`src/rtl/ber_pkg.sv`:
```
// Shared types and helpers for the BER sync checker.
package ber_pkg;

  // Checker FSM: fill the reference delay line, scan candidate delays, then count.
  typedef enum logic [1:0] {
    FILL   = 2'd0,
    SEARCH = 2'd1,
    LOCKED = 2'd2
  } berState_t;

  // Saturation limit (all ones) of an nb-bit counter, nb <= 64.
  // For nb = 64 the shift yields zero and the subtraction wraps to all ones.
  function automatic logic [63:0] satMax(input int nb);
    return (64'd1 << nb) - 64'd1;
  endfunction

endpackage

```
`src/rtl/ber_sat_counter.sv`:
```
// Saturating up-counter: adds a 1-bit increment when enabled, sticks at all ones.
module ber_sat_counter
  import ber_pkg::*;
#(
  parameter int NB = 64
) (
  input  logic          clock,
  input  logic          i_reset,
  input  logic          i_clear,
  input  logic          i_enable,
  input  logic          i_inc,
  output logic [NB-1:0] o_count
);

  localparam logic [NB-1:0] MAX = NB'(satMax(NB));

  // Clear wins over counting; once the limit is reached the value never wraps.
  always_ff @(posedge clock) begin
    if (i_reset || i_clear) o_count <= '0;
    else if (i_enable && i_inc && (o_count != MAX)) o_count <= o_count + NB'(1);
  end

endmodule

```
`config.mk`:
```
export PLATFORM = sky130hd
export DESIGN_NAME = ber_sat_counter
export DESIGN_NICKNAME = d
export VERILOG_FILES = /design/src/rtl/ber_pkg.sv /design/src/rtl/ber_sat_counter.sv
export SDC_FILE = /design/constraint.sdc
export NUM_CORES = 1
export LEC_CHECK = 0
export ABC_AREA = 1
export CELL_PAD_IN_SITES_DETAIL_PLACEMENT = 2
export CELL_PAD_IN_SITES_GLOBAL_PLACEMENT = 2
export CORE_MARGIN = 2
export CORE_UTILIZATION = 30
export DETAILED_ROUTE_END_ITERATION = 16
export PLACE_DENSITY_LB_ADDON = 0.3
export RECOVER_POWER = 100
export SLEW_MARGIN = 40
export SYNTH_ARGS = -nofsm -noshare
export SYNTH_HDL_FRONTEND = slang
export SYNTH_SLANG_ARGS = --single-unit
```
`constraint.sdc`:
```
create_clock -name clock -period 5.51 [get_ports clock]
set_input_delay 1.653 -clock clock [delete_from_list [all_inputs] [get_ports clock]]
set_output_delay 1.653 -clock clock [all_outputs]
set_load 0.005 [all_outputs]
```
### Word-level counts from Yosys, hierarchy flattened

Cells that the tools add are included.

| operators by class | value |
|---|---|
| magnitude comparators | 0 |
| $add $sub $neg | 1 |
| divide/modulo/power cells | 0 |
| muxes and demuxes | 0 |
| shifts and indexed selects | 0 |
| bitwise operators | 0 |
| reductions and logical operators | 3 |
| equal/unequal tests | 1 |
| multiply operators | 0 |

Operator list:

| kind | number |
|---|---|
| adder 64 x 1 -> 64 bit, second input constant | 1 |
| != test 64 bit, second input constant | 1 |
| logical AND 1 bit | 2 |
| logical OR 1 bit | 1 |

| storage, ports and cells | value |
|---|---|
| logic and storage cells | 6 |
| bits in writable memories | 0 |
| memories | 0 |
| latch bits | 0 |
| bits in registers | 64 |
| input port bits | 5 |
| memory bits (read-only) | 0 |
| output and inout port bits | 64 |

### Longest topological paths before layout

Gate-level depths: netlist of run 1.

| logic depth | value |
|---|---|
| word-level depth | 2 |
| depth in mapped cells | 12 |
| mapped depth without buffers | 11 |

### Worst setup path before layout of run 1

OpenSTA, ideal clock, no wires.

| timing | value |
|---|---|
| path type | input to register |
| start | input port i_enable |
| end | register o_count[63] |
| arrival time | 2777 ps |
| library setup time | 115 ps |
| path buffers | 0 |
| slack | 2618 ps |
| cell stages on the path | 9 |
| required time | 5395 ps |
| cell sequence | nand2_1 inv_1 nand3_1 nor2_1 nand2_1 nor2_1 nand3_1 nand2_1 nor2_1 |

| between the ends | value |
|---|---|
| longest elaborated chain between the ends | 2 |

RTL lines:

| item | RTL line | text |
|---|---|---|
| start, declared | ber_sat_counter.sv:10 | `input logic i_enable,` |
| logical AND 1 bit (2 in series) | ber_sat_counter.sv:20 | `else if (i_enable && i_inc && (o_count != MAX)) o_count <= o_count + NB'(1);` |
| end signal, assigned | ber_sat_counter.sv:20 |  |
| end, declared | ber_sat_counter.sv:12 | `output logic [NB-1:0] o_count` |

No other way between the ends.
A chain may end at the register's enable or synchronous reset.

### Final worst setup path of run 1

| timing | value |
|---|---|
| start | input port i_inc |
| end | register o_count[29] |

| between the ends | value |
|---|---|
| longest elaborated chain between the ends | 2 |

RTL lines:

| item | RTL line | text |
|---|---|---|
| start, declared | ber_sat_counter.sv:11 | `input logic i_inc,` |
| logical AND 1 bit (2 in series) | ber_sat_counter.sv:20 |  |

No other way between the ends.

==> impl_metrics.sql, run 1 <==
INSERT INTO impl_metrics (metric_group, metric, value, unit) VALUES
('run_status', 'run_status', 'completed', ''),
('place', 'placedInstanceArea', '0.00510', 'sq mm'),
('cells_and_area', 'area_of_combinational_cells_with_multiple_inputs', '0.00266', 'sq mm'),
('cells_and_area', 'nets', '777', ''),
('clocking', 'number_of_buffers_created_by_cts', '9', ''),
('cells_and_area', 'ratio_of_cells_with_drive_above_1_in_the_final_layout', '7.12', '%'),
('yosys', 'synth_area_leaders', 'sky130_fd_sc_hd__dfxtp_1 30%, sky130_fd_sc_hd__nand2_1 19%, sky130_fd_sc_hd__nor2_1 14%', ''),
('place', 'dpl.hpwl', '14100', 'um'),
('clocking', 'numClockSinks', '64', ''),
('setup_path', 'max_stage_delay', '0.89', 'ns'),
('setup_path', 'highest_delay_cell_along_the_critical_path', 'sky130_fd_sc_hd__clkbuf_1', ''),
('drt', 'drc_errors', '0', ''),
('global_route', 'wire_length_of_the_first_global_routing_pass', '29300', 'um'),
('drt', 'vias_per_cell', '5.17', ''),
('setup_path', 'worstPathRequired', '5.78', 'ns'),
('floorplan', 'fp.dieW', '123', 'um'),
('timing', 'maxSlewViolCount', '0', ''),
('setup_path', 'worst_ep_arrival_time', '4.46', 'ns'),
('yosys', 'post_synth_fa_ha_maj_area_fraction', '0.294', '%'),
('hold_path', 'classification_of_the_worst_slack_hold_path', 'flop to flop', ''),
('clocking', 'clock_tree.buffer_depth', '2', ''),
('timing', 'timing.clock.skew', '0.00417', 'ns'),
('drt', 'ant_nets', '0', ''),
('cells_and_area', 'final_area', '0.00531', 'sq mm'),
('yosys', 'netlist-cell-type-count', '25', ''),
('power_and_ir_drop', 'cell_area_power_density', '195', 'mW/mm^2'),
('clocking', 'ctsResizeCount', '0', ''),
('drt', 'drt_first_iter_violations', '222', ''),
('yosys', 'combinational_family_with_the_most_area_after_synthesis', 'simple AND/OR/NAND/NOR gates', ''),
('global_route', 'grt_start_max_net_pins', '61', ''),
('cells_and_area', 'register_area', '0.00128', 'sq mm'),
('timing', 'min_period', '4.19', 'ns'),
('yosys', 'synthesis.instances', '706', ''),
('setup_path', 'worstSetupStartpointType', 'input port', ''),
('clocking', 'holdBufCountCts', '0', ''),
('global_route', 'via_count_of_the_first_global_routing_pass', '5335', ''),
('setup_path', 'worst_path_most_repeated_cell', 'sky130_fd_sc_hd__nand2_1', ''),
('timing', 'tightest_slew', '1.10', 'ns'),
('floorplan', 'initial_utilization', '30.6', '%'),
('place', 'globalplace.congestion', '0.919', ''),
('drt', 'drt_first_pass_iters', '4', ''),
('clocking', 'htree_num_levels', '3', ''),
('yosys', 'synth_top_area_share', '30.1', '%'),
('yosys', 'synth_sequential_area_ratio', '30.1', '%'),
('global_route', 'groute.usage.overall', '25.8', '%'),
('setup_path', 'timing_worst_setup_path_type', 'input port to flop', ''),
('timing', 'rsz0062_at_grt', 'no', ''),
('yosys', 'yosys_top_cell_by_area', 'sky130_fd_sc_hd__dfxtp_1', ''),
('clocking', 'clock_insertion_delay_worst_skew', '0.35', 'ns'),
('clocking', 'cts_root_buf', 'sky130_fd_sc_hd__clkbuf_16', ''),
('power_and_ir_drop', 'irDropWorstVdd', '0.119', 'mV'),
('place', 'portBuffers', '68', ''),
('setup_path', 'crit_path_cell_trace', 'dlygate4sd3_1 -> nand2_1 -> inv_1 -> o21ai_0 -> clkbuf_1 -> nand2_1 -> a21oi_1', ''),
('timing', 'timing.max_slew.rel_slack', '25.9', '%'),
('drt', 'routed_wirelength', '18500', 'um'),
('yosys', 'syn_area', '0.00425', 'sq mm'),
('floorplan', 'rows', '43', ''),
('run', 'cap_viol_max_count', '0', ''),
('yosys', 'postSynthRegisterBits', '64', ''),
('cells_and_area', 'area_growth_syn_to_layout', '24.8', '%'),
('timing', 'layout_worst_path_cycle_share', '76.0', '%'),
('clocking', 'tritoncts', 'done', ''),
('clocking', 'postCtsSetupRepairBufs', '0', ''),
('drt', 'vias', '4926', ''),
('yosys', 'synthesis.area_per_instance', '6.03', 'sq um'),
('yosys', 'synth.area.mux_share', '0', '%'),
('yosys', 'yosysWarningCount', '0', ''),
('clocking', 'clock_slew_at_reported_path_ffs', '0.05', 'ns'),
('timing', 'timing.final.hold_violations', '0', ''),
('yosys', 'synth_xor_area_share', '3.71', '%'),
('timing', 'max_clock_freq', '239', 'MHz');
## cells in the final DEF (no fill, tap or decap), drive strengths merged
master and count:
a21oi 58, nand3b 4, inv 48, clkdlybuf4s50 3, nand3 63, a31oi 1, nor3 3, dlygate4sd3 65
ha 1, buf 1, xor2 10, dfxtp 64, nand4 12, o21ai 7, nor2 179, clkbuf 14
clkinv 1, xnor2 8, nand2 231
## layer usage
metal  part of all wire, %  vias up  track usage, %
met5                     0        -               0
met4                   1.2        0            6.11
met3                   3.7       18            4.38
met2                    49       81            43.3
met1                    46     2459            34.6
li1                      -     2368               -
## worst max-delay path, delay by kind of cell
kind / cells / cell delay, ns
compound gates: 2 / 0.65
buf+inv: 3 / 1.64
simple gates: 2 / 0.49
## logic make-up (layout without fill, tap and decap cells)
family,count (synthesis),in the layout
compound gates,66,66
xor+xnor,18,18
fa+ha+maj,1,1
buf+inv,65,132
flops,64,64
simple gates,492,492
## where the power goes
part           total (W)  internal [W]  switching [W]
logic          0.0000365     0.0000105      0.0000260
clock network   0.000535      0.000321       0.000214
registers       0.000466      0.000464     0.00000158
total            0.00104      0.000795       0.000242
## per-stage QoR
stage | cells | worst slack [ns] | total power, W | util (%) | hold slack (ns)
after floorplan | 706 | 2.62 | 0.000500 | - | 0.503
after global placement | 939 | 1.67 | 0.000512 | 36.7 | 0.507
after detailed placement | 939 | 1.56 | 0.000515 | 36.8 | 0.538
after CTS | 952 | 1.88 | 0.00106 | 38.7 | 0.543
after global routing | 953 | 1.10 | 0.00108 | 38.2 | 0.573
final | 953 | 1.32 | 0.00104 | 38.2 | 0.537
## final cells by class
| type | instances | area share (%) |
|---|---|---|
| multi-input cells | 577 | 50.2 |
| flip-flops and latches | 64 | 24.1 |
| repair buffers | 71 | 13.1 |
| clock buffers | 12 | 4.83 |
| well taps | 180 | 4.24 |
| inverters | 48 | 3.39 |
| clock inverters | 1 | 0.0943 |
## synth_stat cells, drive strengths merged
library cell  count
clkbuf            6
dfxtp            64
nand3b            4
nor2            179
xnor2             8
nand2           231
o21ai             7
ha                1
xor2             10
buf              11
nor3              3
inv              48
a21oi            58
nand3            63
nand4            12
a31oi             1
## path summary, 6_finish.rpt
check                                start           to  slack (ns)  depth (start not counted)
worst max-delay path                 i_inc  o_count[29]        1.32                          7
worst min-delay path            o_count[1]   o_count[1]        0.54                          2
worst max register to register  o_count[0]  o_count[29]        1.95                         10
worst min register to register  o_count[1]   o_count[1]        0.54                          2
No activity file was read; power rests on OpenSTA's default activity.
==> run 2, diff against run 1 <==
--- a/config.mk
+++ b/config.mk
@@ -9,7 +9,7 @@
 export CELL_PAD_IN_SITES_DETAIL_PLACEMENT = 2
 export CELL_PAD_IN_SITES_GLOBAL_PLACEMENT = 2
 export CORE_MARGIN = 2
-export CORE_UTILIZATION = 30
+export CORE_UTILIZATION = 25
 export DETAILED_ROUTE_END_ITERATION = 16
 export PLACE_DENSITY_LB_ADDON = 0.3
 export RECOVER_POWER = 100
==> constraint.sdc (replaced) <==
create_clock -name clock -period 3.45 [get_ports clock]
set_input_delay 1.035 -clock clock [delete_from_list [all_inputs] [get_ports clock]]
set_output_delay 1.035 -clock clock [all_outputs]
set_load 0.005 [all_outputs]
==> impl_metrics.sql, run 2 (synthesized netlist as in run 1, its figures left out) <==
INSERT INTO impl_metrics (metric_group, metric, value, unit) VALUES
('timing', 'final.setup.worst_slack', '0.550', 'ns'),
('timing', 'rsz0062_at_grt', 'no', ''),
('power_and_ir_drop', 'fin_total_pwr', '0.00176', 'W'),
('cells_and_area', 'fill_cells', '2066', ''),
('power_and_ir_drop', 'power.share.sequential', '42.2', '%'),
('cells_and_area', 'insertedDiodeCount', '0', ''),
('cells_and_area', 'stdcell_count', '1003', ''),
('setup_path', 'timing_worst_setup_path_type', 'flop to flop', ''),
('clocking', 'ctsResizeCount', '0', ''),
('place', 'placedInstanceArea', '0.00521', 'sq mm'),
('cells_and_area', 'nets', '784', ''),
('global_route', 'wire_length_of_the_first_global_routing_pass', '30000', 'um'),
('timing', 'min_period', '2.90', 'ns'),
('setup_path', 'worstSetupStartpointType', 'flop', ''),
('cells_and_area', 'largest_reg_flops', '64', ''),
('setup_path', 'ff2ff_path_depth', '10', ''),
('clocking', 'number_of_buffers_created_by_cts', '9', ''),
('power_and_ir_drop', 'irDropWorstVdd', '0.204', 'mV'),
('place', 'portBuffers', '68', ''),
('setup_path', 'critical_path.endpoint_type', 'flop', ''),
('drt', 'drt_first_pass_iters', '4', ''),
('floorplan', 'dieHeight', '134', 'um'),
('global_route', 'via_count_of_the_first_global_routing_pass', '5392', ''),
('timing', 'layout_worst_path_cycle_share', '84.1', '%'),
('cells_and_area', 'ratio_of_cells_with_drive_above_1_in_the_final_layout', '7.79', '%'),
('drt', 'wl_per_cell', '18.6', 'um'),
('run', 'cap_viol_max_count', '0', ''),
('cells_and_area', 'layout_common_cells', '217 x sky130_fd_sc_hd__nand2_1, 165 x sky130_fd_sc_hd__nor2_1, 64 x sky130_fd_sc_hd__dfxtp_1, 63 x sky130_fd_sc_hd__dlygate4sd3_1, 62 x sky130_fd_sc_hd__nand3_1', ''),
('cells_and_area', 'area_growth_syn_to_layout', '28.1', '%'),
('cells_and_area', 'regMostFlops', 'o_count', ''),
('power_and_ir_drop', 'power_switching', '0.000403', 'W'),
('drt', 'routed_wirelength', '18600', 'um'),
('timing', 'final.setup.tns', '0', 'ns'),
('clocking', 'cts_root_buf', 'sky130_fd_sc_hd__clkbuf_16', ''),
('setup_path', 'critical_path_peak_fanout', '12', ''),
('run_status', 'run_status', 'completed', ''),
('floorplan', 'initial_utilization', '25.7', '%'),
('place', 'place.detailed.instances', '986', ''),
('power_and_ir_drop', 'p_int', '0.00136', 'W'),
('floorplan', 'num_io_pins', '69', ''),
('clocking', 'holdBufCountCts', '0', ''),
('clocking', 'htree_num_levels', '3', ''),
('drt', 'vias_per_cell', '4.90', ''),
('drt', 'ant_nets', '0', ''),
('power_and_ir_drop', 'power.share.combinational', '3.6', '%'),
('place', 'dpl.hpwl', '15000', 'um'),
('drt', 'drc_errors', '0', ''),
('hold_path', 'classification_of_the_worst_slack_hold_path', 'flop to flop', ''),
('place', 'preCtsSetupSlack', '0.274', 'ns'),
('global_route', 'grt_start_max_net_pins', '35', ''),
('global_route', 'groute.usage.overall', '21.7', '%'),
('clocking', 'tritoncts', 'done', ''),
('floorplan', 'core', '0.0166', 'sq mm'),
('cells_and_area', 'final_area', '0.00545', 'sq mm'),
('global_route', 'grt_remaining_overflow', '0', ''),
('floorplan', 'die_area', '0.0181', 'sq mm'),
('floorplan', 'fp.dieW', '134', 'um'),
('timing', 'maxSlewViolCount', '0', ''),
('global_route', 'number_of_antenna_violations_at_the_first_check_in_global_routing', '0', ''),
('floorplan', 'rows', '47', ''),
('timing', 'setup_violations', '0', ''),
('setup_path', 'worst_ep_arrival_time', '3.14', 'ns'),
('cells_and_area', 'largest_registers', 'o_count (64)', ''),
('power_and_ir_drop', 'clkPwrFrac', '54.2', '%'),
('cells_and_area', 'most_common_cell_after_layout_fill_and_taps_aside', 'sky130_fd_sc_hd__nand2_1', ''),
('clocking', 'clock_slew_at_reported_path_ffs', '0.06', 'ns'),
('timing', 'timing.clock.skew', '0.00836', 'ns'),
('timing', 'max_clock_freq', '345', 'MHz'),
('power_and_ir_drop', 'power.share.switching', '22.9', '%'),
('timing', 'timing.max_slew.rel_slack', '56.9', '%'),
('power_and_ir_drop', 'leakagePower', '1.91', 'nW'),
('drt', 'drt_first_iter_violations', '163', ''),
('setup_path', 'worstPathRequired', '3.69', 'ns'),
('clocking', 'clock_tree.buffer_depth', '2', ''),
('clocking', 'postCtsSetupRepairBufs', '0', ''),
('hold_path', 'whs_path_depth', '2', ''),
('power_and_ir_drop', 'cell_area_power_density', '323', 'mW/mm^2'),
('place', 'globalplace.congestion', '0.893', ''),
('clocking', 'numClockSinks', '64', ''),
('drt', 'vias', '4915', ''),
('timing', 'timing.final.hold_violations', '0', ''),
('clocking', 'clock_insertion_delay_worst_skew', '0.36', 'ns'),
('timing', 'tightest_slew', '0.644', 'ns');
run 2: cell count changes in the layout (fill, tap and decap cells not counted), sizes merged:
| cell | before | now |
|---|---|---|
| clkbuf | 14 | 15 |
| buf | 1 | 8 |
| dlygate4sd3 | 65 | 63 |
| clkinv | 1 | 2 |
| clkdlybuf4s50 | 3 | 5 |
| bufinv | 0 | 1 |
run 2: metal layers:
layer / track usage, % / up-vias / share of wire [%]
met3: 2.49 / 14 / 2.7
li1: - / 2386 / -
met1: 28.0 / 2458 / 46
met2: 37.8 / 57 / 50
met4: 6.61 / 0 / 1.4
met5: 0 / - / 0
run 2: final timing paths:
| kind | start | to | slack, ns |
|---|---|---|---|
| max reg2reg | o_count[0] | o_count[25] | 0.55 |
| max | o_count[0] | o_count[25] | 0.55 |
| min | o_count[57] | o_count[57] | 0.54 |
| min reg2reg | o_count[57] | o_count[57] | 0.54 |
run 2: per-stage QoR:
step	utilization (%)	hold slack, ns
detailed placement	31.4	0.538
finish	32.9	0.545
global route	32.9	0.566
global placement	31.4	0.510
CTS	33.2	0.549
floorplan	-	0.503
run 2: cell type report:
class,instances,area [sq um],area share (%)
Multi-Input combinational cell,577,2650,48.5
Sequential cell,64,1280,23.5
Inverter,48,180,3.31
Timing Repair Buffer,78,768,14.1
Tap cell,220,275,5.05
Clock inverter,3,40.0,0.734
Clock buffer,13,260,4.77
run 2: worst max-delay path: stages, from the launching register on:
cell	delay, ns
sky130_fd_sc_hd__dfxtp_1	0.39
sky130_fd_sc_hd__ha_1	0.24
sky130_fd_sc_hd__nand3_1	0.17
sky130_fd_sc_hd__inv_1	0.16
sky130_fd_sc_hd__nand2_1	0.19
sky130_fd_sc_hd__nor2_1	0.56
sky130_fd_sc_hd__nand2_4	0.19
sky130_fd_sc_hd__nor2_2	0.18
sky130_fd_sc_hd__nand2_1	0.36
sky130_fd_sc_hd__a21oi_1	0.28
sky130_fd_sc_hd__nor2_1	0.07
run 2: power groups by stage:
| stage | Clock [W] | Sequential, W | Combinational (W) |
|---|---|---|---|
| 3_5_place_dp | 0 | 0.000760 | 0.0000650 |
| 2_1_floorplan | 0 | 0.000759 | 0.0000400 |
| 5_1_grt | 0.00100 | 0.000744 | 0.0000713 |
| 4_1_cts | 0.000974 | 0.000744 | 0.0000655 |
| 3_3_place_gp | 0 | 0.000760 | 0.0000620 |
| 6_report | 0.000956 | 0.000744 | 0.0000629 |
==> run 3, diff against run 2 <==
--- a/config.mk
+++ b/config.mk
@@ -9,7 +9,7 @@
 export CELL_PAD_IN_SITES_DETAIL_PLACEMENT = 2
 export CELL_PAD_IN_SITES_GLOBAL_PLACEMENT = 2
 export CORE_MARGIN = 2
-export CORE_UTILIZATION = 25
+export CORE_UTILIZATION = 28
 export DETAILED_ROUTE_END_ITERATION = 16
 export PLACE_DENSITY_LB_ADDON = 0.3
 export RECOVER_POWER = 100
==> constraint.sdc (replaced) <==
create_clock -name clock -period 2.75 [get_ports clock]
set_input_delay 0.825 -clock clock [delete_from_list [all_inputs] [get_ports clock]]
set_output_delay 0.825 -clock clock [all_outputs]
set_load 0.005 [all_outputs]
==> impl_metrics.sql, run 3 (synthesized netlist as in run 1, its figures left out) <==
INSERT INTO impl_metrics (metric_group, metric, value, unit) VALUES
('run_status', 'run_status', 'completed', ''),
('floorplan', 'num_io_pins', '69', ''),
('setup_path', 'ff2ff_setup_slack', '0.29', 'ns'),
('setup_path', 'timing_worst_setup_path_type', 'input port to flop', ''),
('clocking', 'htree_num_levels', '3', ''),
('cells_and_area', 'largest_registers', 'o_count (64)', ''),
('timing', 'timing.max_slew.rel_slack', '55.4', '%'),
('cells_and_area', 'most_common_cell_after_layout_fill_and_taps_aside', 'sky130_fd_sc_hd__nand2_1', ''),
('drt', 'drc_errors', '0', ''),
('cells_and_area', 'area_growth_syn_to_layout', '29.1', '%'),
('clocking', 'clock_tree.buffer_depth', '2', ''),
('drt', 'total_met3_wirelength_after_detailed_routing', '689', 'um'),
('global_route', 'wire_length_of_the_first_global_routing_pass', '30200', 'um'),
('timing', 'maxSlewViolCount', '0', ''),
('setup_path', 'worstPathRequired', '2.99', 'ns'),
('run', 'cap_viol_max_count', '0', ''),
('clocking', 'postCtsSetupRepairBufs', '0', ''),
('cells_and_area', 'register_area', '0.00128', 'sq mm'),
('clocking', 'clock_insertion_delay_worst_skew', '0.35', 'ns'),
('global_route', 'grt_remaining_overflow', '0', ''),
('timing', 'max_clock_freq', '392', 'MHz'),
('drt', 'drt_first_iter_violations', '230', ''),
('clocking', 'tritoncts', 'done', ''),
('drt', 'vias', '4999', ''),
('cells_and_area', 'layout_common_cells', '219 x sky130_fd_sc_hd__nand2_1, 163 x sky130_fd_sc_hd__nor2_1, 64 x sky130_fd_sc_hd__dfxtp_1, 62 x sky130_fd_sc_hd__nand3_1, 59 x sky130_fd_sc_hd__dlygate4sd3_1', ''),
('place', 'portBuffers', '68', ''),
('timing', 'setup_violations', '0', ''),
('clocking', 'holdBufCountCts', '0', ''),
('drt', 'top_layer', 'met4', ''),
('power_and_ir_drop', 'fin_total_pwr', '0.00228', 'W'),
('cells_and_area', 'area_of_combinational_cells_with_multiple_inputs', '0.00268', 'sq mm'),
('timing', 'final.setup.tns', '0', 'ns'),
('cells_and_area', 'fill_cells', '1868', ''),
('power_and_ir_drop', 'cell_area_power_density', '415', 'mW/mm^2'),
('hold_path', 'classification_of_the_worst_slack_hold_path', 'flop to flop', ''),
('drt', 'met2_wirelength', '9700', 'um'),
('drt', 'routedLengthMet1', '8340', 'um'),
('drt', 'routed_wirelength', '19000', 'um'),
('clocking', 'cts_root_buf', 'sky130_fd_sc_hd__clkbuf_16', ''),
('place', 'globalplace.congestion', '0.878', ''),
('drt', 'vias_per_cell', '5.11', ''),
('floorplan', 'fp.dieW', '127', 'um'),
('place', 'placedInstanceArea', '0.00523', 'sq mm'),
('power_and_ir_drop', 'leakagePower', '1.97', 'nW'),
('timing', 'min_period', '2.55', 'ns'),
('setup_path', 'critical_path.endpoint_type', 'flop', ''),
('timing', 'tightest_slew', '0.669', 'ns'),
('clocking', 'number_of_buffers_created_by_cts', '9', ''),
('setup_path', 'critical_path_peak_fanout', '4', ''),
('floorplan', 'die_area', '0.0162', 'sq mm'),
('global_route', 'via_count_of_the_first_global_routing_pass', '5444', ''),
('global_route', 'number_of_antenna_violations_at_the_first_check_in_global_routing', '0', ''),
('timing', 'rsz0062_at_grt', 'no', ''),
('cells_and_area', 'insertedDiodeCount', '0', ''),
('cells_and_area', 'final_area', '0.00549', 'sq mm'),
('timing', 'timing.final.hold_violations', '0', ''),
('floorplan', 'rows', '45', ''),
('setup_path', 'worstSetupStartpointType', 'input port', ''),
('timing', 'final.setup.worst_slack', '0.199', 'ns'),
('clocking', 'numClockSinks', '64', ''),
('cells_and_area', 'nets', '791', ''),
('floorplan', 'core', '0.0150', 'sq mm'),
('power_and_ir_drop', 'irDropWorstVdd', '0.274', 'mV'),
('clocking', 'clock_slew_at_reported_path_ffs', '0.06', 'ns'),
('global_route', 'groute.usage.overall', '24.3', '%'),
('drt', 'wl_per_cell', '19.4', 'um'),
('floorplan', 'initial_utilization', '28.3', '%'),
('cells_and_area', 'regMostFlops', 'o_count', ''),
('clocking', 'ctsResizeCount', '0', ''),
('timing', 'timing.clock.skew', '0.00781', 'ns'),
('drt', 'drt_first_pass_iters', '4', ''),
('setup_path', 'worst_ep_arrival_time', '2.79', 'ns'),
('drt', 'ant_nets', '0', ''),
('place', 'dpl.hpwl', '14800', 'um'),
('cells_and_area', 'largest_reg_flops', '64', ''),
('floorplan', 'dieHeight', '127', 'um'),
('cells_and_area', 'ratio_of_cells_with_drive_above_1_in_the_final_layout', '8.86', '%'),
('global_route', 'grt_start_max_net_pins', '61', ''),
('timing', 'layout_worst_path_cycle_share', '92.8', '%'),
('place', 'preCtsSetupSlack', '-0.198', 'ns');
run 3: changes by cell type in the layout (fill, tap and decap cells not counted), moves of 3 or more:
cell	change
sky130_fd_sc_hd__a21oi_1	-7
sky130_fd_sc_hd__a21oi_2	+7
sky130_fd_sc_hd__buf_4	+4
sky130_fd_sc_hd__clkbuf_1	+4
sky130_fd_sc_hd__clkdlybuf4s50_1	+4
sky130_fd_sc_hd__dlygate4sd3_1	-4
sky130_fd_sc_hd__nand2_2	-3
run 3: report_power, final:
group | leakage, nW | switching (W) | internal, W | total [W]
Clock | 0.154 | 0.000442 | 0.000818 | 0.00126
Sequential | 0.516 | 0.00000346 | 0.000930 | 0.000933
Combinational | 1.30 | 0.0000579 | 0.0000271 | 0.0000850
run 3: cell type report:
class,instances,area share [%]
tap,188,4.28
multi-input combinational,577,48.8
clock inverter,3,1.18
timing repair buffer,85,14.6
sequential,64,23.3
clock buffer,13,4.55
inverter,48,3.28
run 3: critical path: stages:
cell                              delay [ns]
sky130_fd_sc_hd__clkdlybuf4s50_1        0.46
sky130_fd_sc_hd__nand2_1                0.11
sky130_fd_sc_hd__nor2_1                 0.22
sky130_fd_sc_hd__nand3_1                0.10
sky130_fd_sc_hd__nor2_1                 0.30
sky130_fd_sc_hd__nand2_1                0.18
sky130_fd_sc_hd__nor2_1                 0.32
sky130_fd_sc_hd__nand3_1                0.13
sky130_fd_sc_hd__nand2_1                0.11
sky130_fd_sc_hd__nor2_1                 0.04
run 3: per-layer routing:
metal	vias to the layer above	GRT usage, %
met5	-	0
met4	0	5.11
met3	22	4.44
met2	83	44.2
met1	2492	29.9
li1	2402	-
run 3: final timing paths:
check	start	to	cells after the start
setup / recovery	i_enable	o_count[62]	10
hold / removal	o_count[0]	o_count[0]	2
setup reg to reg	o_count[1]	o_count[25]	10
hold reg to reg	o_count[0]	o_count[0]	2
run 3: stage by stage:
step / utilization (%) / hold slack, ns / cells
2_1_floorplan: - / 0.503 / 706
3_3_place_gp: 34.8 / 0.506 / 962
3_5_place_dp: 34.8 / 0.547 / 962
4_1_cts: 36.9 / 0.555 / 978
5_1_grt: 36.5 / 0.571 / 978
6_report: 36.5 / 0.539 / 978
